==> src/rtl/fir_op_if.sv <==
// Command/status bundle between the FIR controller and the execution datapath.
// The controller drives commands through master; the datapath returns status through slave.
interface fir_op_if #(
    parameter int WIDTH = 16
) ();
    logic             op_valid;
    logic [2:0]       op;
    logic [3:0]       src1;
    logic [3:0]       src2;
    logic [3:0]       dest;
    logic [WIDTH-1:0] ext_data;
    logic             busy;
    logic             op_done;
    logic             overflow;
    logic [WIDTH-1:0] fir_out;

    modport master (
        output op_valid, op, src1, src2, dest, ext_data,
        input  busy, op_done, overflow, fir_out
    );

    modport slave (
        input  op_valid, op, src1, src2, dest, ext_data,
        output busy, op_done, overflow, fir_out
    );
endinterface

==> src/rtl/fir_datapath_exec.sv <==
// FIR execution datapath: 16-entry register file with single-cycle copy/load/add/sub
// and an iterative shift-add Q1.15 multiply that holds busy while it runs.
module fir_datapath_exec #(
    parameter int WIDTH     = 16,
    parameter int NUM_REGS  = 16,
    parameter int FRAC_BITS = 15
) (
    input logic   clk,
    input logic   rst,
    fir_op_if.slave bus
);
    localparam int CNT_W = $clog2(WIDTH);

    localparam logic [0:0] IDLE    = 1'b0;
    localparam logic [0:0] MUL_RUN = 1'b1;

    localparam logic [2:0] OP_NOP   = 3'b000;
    localparam logic [2:0] OP_COPY  = 3'b001;
    localparam logic [2:0] OP_LDSMP = 3'b010;
    localparam logic [2:0] OP_LDCOE = 3'b011;
    localparam logic [2:0] OP_ADD   = 3'b100;
    localparam logic [2:0] OP_SUB   = 3'b101;
    localparam logic [2:0] OP_MUL   = 3'b110;

    logic [WIDTH-1:0]   regs [NUM_REGS];
    logic [0:0]         state;
    logic [WIDTH-1:0]   mul_a;
    logic [WIDTH-1:0]   mul_b;
    logic [3:0]         mul_dest;
    logic [2*WIDTH-1:0] acc;
    logic [CNT_W-1:0]   bit_cnt;
    logic               ovf_q;
    logic               done_q;

    logic [WIDTH-1:0]   opa;
    logic [WIDTH-1:0]   opb;
    logic [WIDTH:0]     sum;
    logic [WIDTH:0]     diff;
    logic [2*WIDTH-1:0] partial;
    logic [2*WIDTH-1:0] acc_next;
    logic               last_iter;

    // Product bits [FRAC_BITS+WIDTH-1:FRAC_BITS] form the Q-scaled result.
    function automatic logic [WIDTH-1:0] scale_product(input logic [2*WIDTH-1:0] p);
        logic [2*WIDTH-1:0] s;
        s = p >> FRAC_BITS;
        return s[WIDTH-1:0];
    endfunction

    function automatic logic product_overflow(input logic [2*WIDTH-1:0] p);
        return (p >> (FRAC_BITS + WIDTH)) != '0;
    endfunction

    always_comb begin
        opa       = regs[bus.src1];
        opb       = regs[bus.src2];
        sum       = {1'b0, opa} + {1'b0, opb};
        diff      = {1'b0, opa} - {1'b0, opb};
        partial   = mul_b[bit_cnt] ? ({{WIDTH{1'b0}}, mul_a} << bit_cnt) : '0;
        acc_next  = acc + partial;
        last_iter = (bit_cnt == CNT_W'(WIDTH - 1));
    end

    always_ff @(posedge clk) begin
        if (rst) begin
            for (int i = 0; i < NUM_REGS; i++) regs[i] <= '0;
            state    <= IDLE;
            mul_a    <= '0;
            mul_b    <= '0;
            mul_dest <= '0;
            acc      <= '0;
            bit_cnt  <= '0;
            ovf_q    <= 1'b0;
            done_q   <= 1'b0;
        end else begin
            done_q <= 1'b0;
            case (state)
                IDLE: begin
                    if (bus.op_valid) begin
                        case (bus.op)
                            OP_COPY: begin
                                regs[bus.dest] <= opa;
                                done_q         <= 1'b1;
                            end
                            OP_LDSMP: begin
                                regs[bus.dest] <= bus.ext_data;
                                ovf_q          <= 1'b0;
                                done_q         <= 1'b1;
                            end
                            OP_LDCOE: begin
                                regs[bus.dest] <= bus.ext_data;
                                done_q         <= 1'b1;
                            end
                            OP_ADD: begin
                                regs[bus.dest] <= sum[WIDTH-1:0];
                                ovf_q          <= sum[WIDTH];
                                done_q         <= 1'b1;
                            end
                            OP_SUB: begin
                                // Top bit of the widened difference is the borrow.
                                regs[bus.dest] <= diff[WIDTH-1:0];
                                ovf_q          <= diff[WIDTH];
                                done_q         <= 1'b1;
                            end
                            OP_MUL: begin
                                mul_a    <= opa;
                                mul_b    <= opb;
                                mul_dest <= bus.dest;
                                acc      <= '0;
                                bit_cnt  <= '0;
                                state    <= MUL_RUN;
                            end
                            default: done_q <= 1'b1;
                        endcase
                    end
                end
                MUL_RUN: begin
                    acc     <= acc_next;
                    bit_cnt <= bit_cnt + CNT_W'(1);
                    if (last_iter) begin
                        regs[mul_dest] <= scale_product(acc_next);
                        ovf_q          <= product_overflow(acc_next);
                        done_q         <= 1'b1;
                        state          <= IDLE;
                    end
                end
                default: state <= IDLE;
            endcase
        end
    end

    assign bus.busy     = (state == MUL_RUN);
    assign bus.op_done  = done_q;
    assign bus.overflow = ovf_q;
    assign bus.fir_out  = regs[0];

    logic unused_op_nop;
    assign unused_op_nop = ^OP_NOP;
endmodule
==> src/flat_wrapper.sv <==
// flat-port wrapper written by rule: the top's interface ports become plain ports
module fir_datapath_exec_flat 
#(
    parameter int WIDTH     = 16,
    parameter int NUM_REGS  = 16,
    parameter int FRAC_BITS = 15
)
  (clk, rst, bus_op_valid, bus_op, bus_src1, bus_src2, bus_dest, bus_ext_data, bus_busy, bus_op_done, bus_overflow, bus_fir_out);
  fir_op_if #(.WIDTH(WIDTH)) bus_i ();
  input logic clk;
  input logic rst;
  input wire logic [$bits(bus_i.op_valid)-1:0] bus_op_valid;
  input wire logic [$bits(bus_i.op)-1:0] bus_op;
  input wire logic [$bits(bus_i.src1)-1:0] bus_src1;
  input wire logic [$bits(bus_i.src2)-1:0] bus_src2;
  input wire logic [$bits(bus_i.dest)-1:0] bus_dest;
  input wire logic [$bits(bus_i.ext_data)-1:0] bus_ext_data;
  output wire logic [$bits(bus_i.busy)-1:0] bus_busy;
  output wire logic [$bits(bus_i.op_done)-1:0] bus_op_done;
  output wire logic [$bits(bus_i.overflow)-1:0] bus_overflow;
  output wire logic [$bits(bus_i.fir_out)-1:0] bus_fir_out;
  assign bus_i.op_valid = bus_op_valid;
  assign bus_i.op = bus_op;
  assign bus_i.src1 = bus_src1;
  assign bus_i.src2 = bus_src2;
  assign bus_i.dest = bus_dest;
  assign bus_i.ext_data = bus_ext_data;
  assign bus_busy = bus_i.busy;
  assign bus_op_done = bus_i.op_done;
  assign bus_overflow = bus_i.overflow;
  assign bus_fir_out = bus_i.fir_out;
  fir_datapath_exec #(.WIDTH(WIDTH), .NUM_REGS(NUM_REGS), .FRAC_BITS(FRAC_BITS)) u_core (.clk(clk), .rst(rst), .bus(bus_i));
endmodule
==> config.mk <==
export PLATFORM = sky130hd
export DESIGN_NAME = fir_datapath_exec_flat
export DESIGN_NICKNAME = d
export VERILOG_FILES = /design/src/rtl/fir_op_if.sv /design/src/rtl/fir_datapath_exec.sv /design/src/flat_wrapper.sv
export SDC_FILE = /design/constraint.sdc
export NUM_CORES = 1
export LEC_CHECK = 0
export BUFFER_PORTS_ARGS = -buffer_cell sky130_fd_sc_hd__buf_2
export CORE_MARGIN = 4
export CORE_UTILIZATION = 30
export CTS_CLUSTER_DIAMETER = 100
export DETAILED_ROUTE_END_ITERATION = 10
export GPL_TIMING_DRIVEN = 1
export PLACE_DENSITY = 0.51
export SYNTH_ARGS = -nofsm -noshare
export SYNTH_HDL_FRONTEND = slang
export SYNTH_SLANG_ARGS = --single-unit
==> constraint.sdc <==
create_clock -name clk -period 4.6 [get_ports clk]
set_clock_uncertainty 0.2 [all_clocks]
set_input_delay 0.23 -clock clk [delete_from_list [all_inputs] [get_ports clk]]
set_output_delay 0.23 -clock clk [all_outputs]
set_load 0.005 [all_outputs]
==> reports/metrics.csv <==
metric;value;unit
timing.final.crit_share;97.7;%
area_growth;21.8;%
drt_iter0_drc;1627;
syn-num-nets;1937;
p_total;7.98;mW
drive_above_1_share;27.9;%
chipWidth;271;um
worstPathRequired;4730;ps
cp.arrival;4620;ps
clk_latency;600;ps
die_y;271;um
start_util;30.2;%
dpl.hpwl;53.8;mm
status;finished, final reports clean;
cts_tree;done;
track_usage;19.8;%
cp-end-kind;flop;
hold_depth;5;
r2r_start;u_core.regs[7][0];
wl;75.3;mm
fin_tns_setup;0;ps
fmax;223;MHz
min_to;u_core.bus.overflow;
gp_congestion;0.913;
drv_cap;0;
critical_path_class;reg2reg;
cts-root-buf;clkbuf_16;
critPathLaunchType;flop;
r2r_slack;110;ps
fp.dieArea;73400;um^2
grt_pass1_wl;109;mm
ys.flop_type;edfxtp_1;
clock_sinks;331;
reg2regPathDepth;15;
place_inst;2902;
tightest_slew;1280;ps
netlist_instances;1836;
slew_violations;0;
drt-wirelength-per-cell;25.2;um
p_leak;9.39;nW
vias;16759;
hp-start;bus_op[2];
use_met3;3.88;%
synth-edff-count;256;
drc;0;
r2r-end;u_core.regs[13][14];
synth_seq_area_share;44.3;%
ant_nets;0;
grt_pass1_vias;16280;
routed_via_density;5.60;
cts.htree.levels;2;
portBuffers;52;
top_usage_layer;met2;
min_period;4490;ps
dpl-instance-area;23600;um^2
finalHoldViolCount;0;
met2_usage;32.7;%
finalNetCount;2134;
hold_class;in2reg;
grt_antenna_before_repair;1;
relSlewSlack;14.6;%
clk_path_buf_depth;3;
setup_violations;0;
path_clk_slew;60;ps
io_pins;53;
async_flop_share;0;%
rows;96;
cts_buffers;40;
grt.overflow.total;0;
yosys.cell_types.count;79;
syn_area;20700;um^2
use_met1;25.8;%
ys_seq_elements;331;
synth_area_per_cell;11.3;um^2
power_density;316;nW/um^2
cp_max_fo;8;
drt_pass1_iterations;5;
design_area;25300;um^2
ir_drop;0.241;mV
stdcell_count;2994;
core_area;68600;um^2
grt_max_degree;37;
yosys_warnings;0;
## area by class of cell
class	count	area [um^2]
Inverter	57	218
Sequential cell	331	9200
Antenna cell	1	2.50
Multi-Input combinational cell	1302	10900
Clock buffer	52	1070
Tap cell	931	1160
Timing Repair Buffer	301	2580
Fill cell	6794	43300
Clock inverter	19	149
## cells by family (layout without fill, tap and decap cells)
kind of cell    after synthesis  after routing  share of synthesized area (%)
simple gates                533            533                           11.6
mux                         199            199                           19.6
xor+xnor                     35             35                           1.48
fa+ha+maj                    67             67                           4.15
flops                       331            331                           44.3
buf+inv                     203            429                           4.38
compound gates              468            468                           14.5
other cells                   0              1                              0
## critical path, cell delays in order, from the launching register on
cell and delay [ps]:
edfxtp_1 400, mux4_2 490, mux4_2 500, inv_1 100
ha_1 180, inv_1 70, fa_2 400, a211oi_2 270
o21ai_2 120, o2111ai_2 300, a211oi_2 130, or3_1 370
a21oi_1 170, a211o_2 240, clkbuf_16 190, a21oi_1 70
## per-layer routing
metal,share of wire [%],wire length [um],up-vias
li1,-,-,7459
met1,41,30900,8419
met2,47,35700,720
met3,7.8,5870,161
met4,3.8,2860,0
met5,0,0,-
## worst max path at each step
stage	startpoint	endpoint	slack, ps	cells after the start
detailed placement	u_core.bit_cnt[1]	u_core.regs[12][7]	-290	15
finish	u_core.regs[7][0]	u_core.regs[13][14]	110	15
global placement	bus_src1[0]	u_core.regs[11][14]	-250	15
floorplan	u_core.bit_cnt[0]	u_core.regs[10][12]	10	19
global route	u_core.regs[5][0]	u_core.regs[13][14]	-60	16
CTS	u_core.bit_cnt[0]	u_core.regs[15][12]	5	16
## layout by cell type, fill, tap and decap left out, types with 7 or more instances in the layout
cell type      netlist  layout
mux4_1              12      12
a21o_1              17      17
buf_2               35      50
o21a_1               7       7
o21ai_0             75      65
o211ai_1            16      16
and2_1              10       9
clkinv_1             0      11
clkbuf_1            79      10
dfxtp_1             75      73
a21oi_2              2       7
nand2_1            116     116
a21oi_1            193     187
xnor2_1             31      28
inv_1               56      55
a22oi_1             13      13
ha_1                64      63
nand3_1             31      31
dlygate4sd3_1        0       8
o31ai_1              9       9
nor2_1             203     201
clkbuf_16            0      42
nor2b_1             15      14
mux2_2              13      13
mux2i_1             25      23
edfxtp_1           256     256
mux4_2             147     147
a22o_1              26      26
nor3_1              87      85
buf_12               0      31
nand4_1              8       8
nand2b_1            27      27
a211oi_1            25      20
buf_4               14     208
or3_1               11      10
o21ai_1              6      10
a211oi_2             3       7
a31oi_1              7       7
## stage by stage
stage	util (%)	hold slack [ps]	setup WS, ps
floorplan	-	156	14.3
global placement	34.4	236	-253
detailed placement	34.4	242	-286
CTS	36.3	58.9	4.62
global route	36.8	99.3	-62.4
finish	36.8	86.0	108
## registers in the layout, summed over array words and instances, names as in the netlist
signal	count
u_core.mul_b	16
u_core.bus.busy	1
u_core.bit_cnt	4
u_core.regs	256
u_core.bus.overflow	1
u_core.mul_dest	4
u_core.bus.op_done	1
u_core.mul_a	16
u_core.acc	32
## report_power, final
part           switching, mW  total [mW]  internal (mW)
registers             0.0583        3.37           3.31
clock network           1.37        3.03           1.65
logic                  0.899        1.59          0.687
total                   2.33        7.98           5.65
## cell usage after synthesis (all sizes together) (6+ instances only)
library cell    n  area [um^2]
a211o           6         52.6
a211oi         28          225
a21o           17          128
a21oi         198         1030
a22o           26          228
a22oi          13         97.6
a31oi           8         56.3
a32o            6         60.1
and2           10         62.6
and3            6         37.5
buf            65          389
clkbuf         81          307
dfxtp          75         1500
edfxtp        256         7690
ha             64          801
inv            57          214
mux2           13          146
mux2i          27          295
mux4          159         3630
nand2         117          442
nand2b         27          169
nand3          31          155
nand3b          6         45.0
nand4           8         50.1
nor2          203          762
nor2b          15         93.8
nor3           87          435
o211ai         18          145
o21a            7         52.6
o21ai          82          414
o31ai           9         67.6
or3            11         68.8
xnor2          31          272
## repair_timing
| item | 4_1_cts | 5_1_grt |
|---|---|---|
| resized for setup | 15 | 49 |
| hold endpoints to repair | 7 | 0 |
| pin swaps | 0 | 19 |
| setup endpoints to repair | 207 | 241 |
| setup buffers | 0 | 10 |
| cloned | 0 | 2 |
| hold buffers | 8 | 0 |
Power figures use the tool's default switching activity.
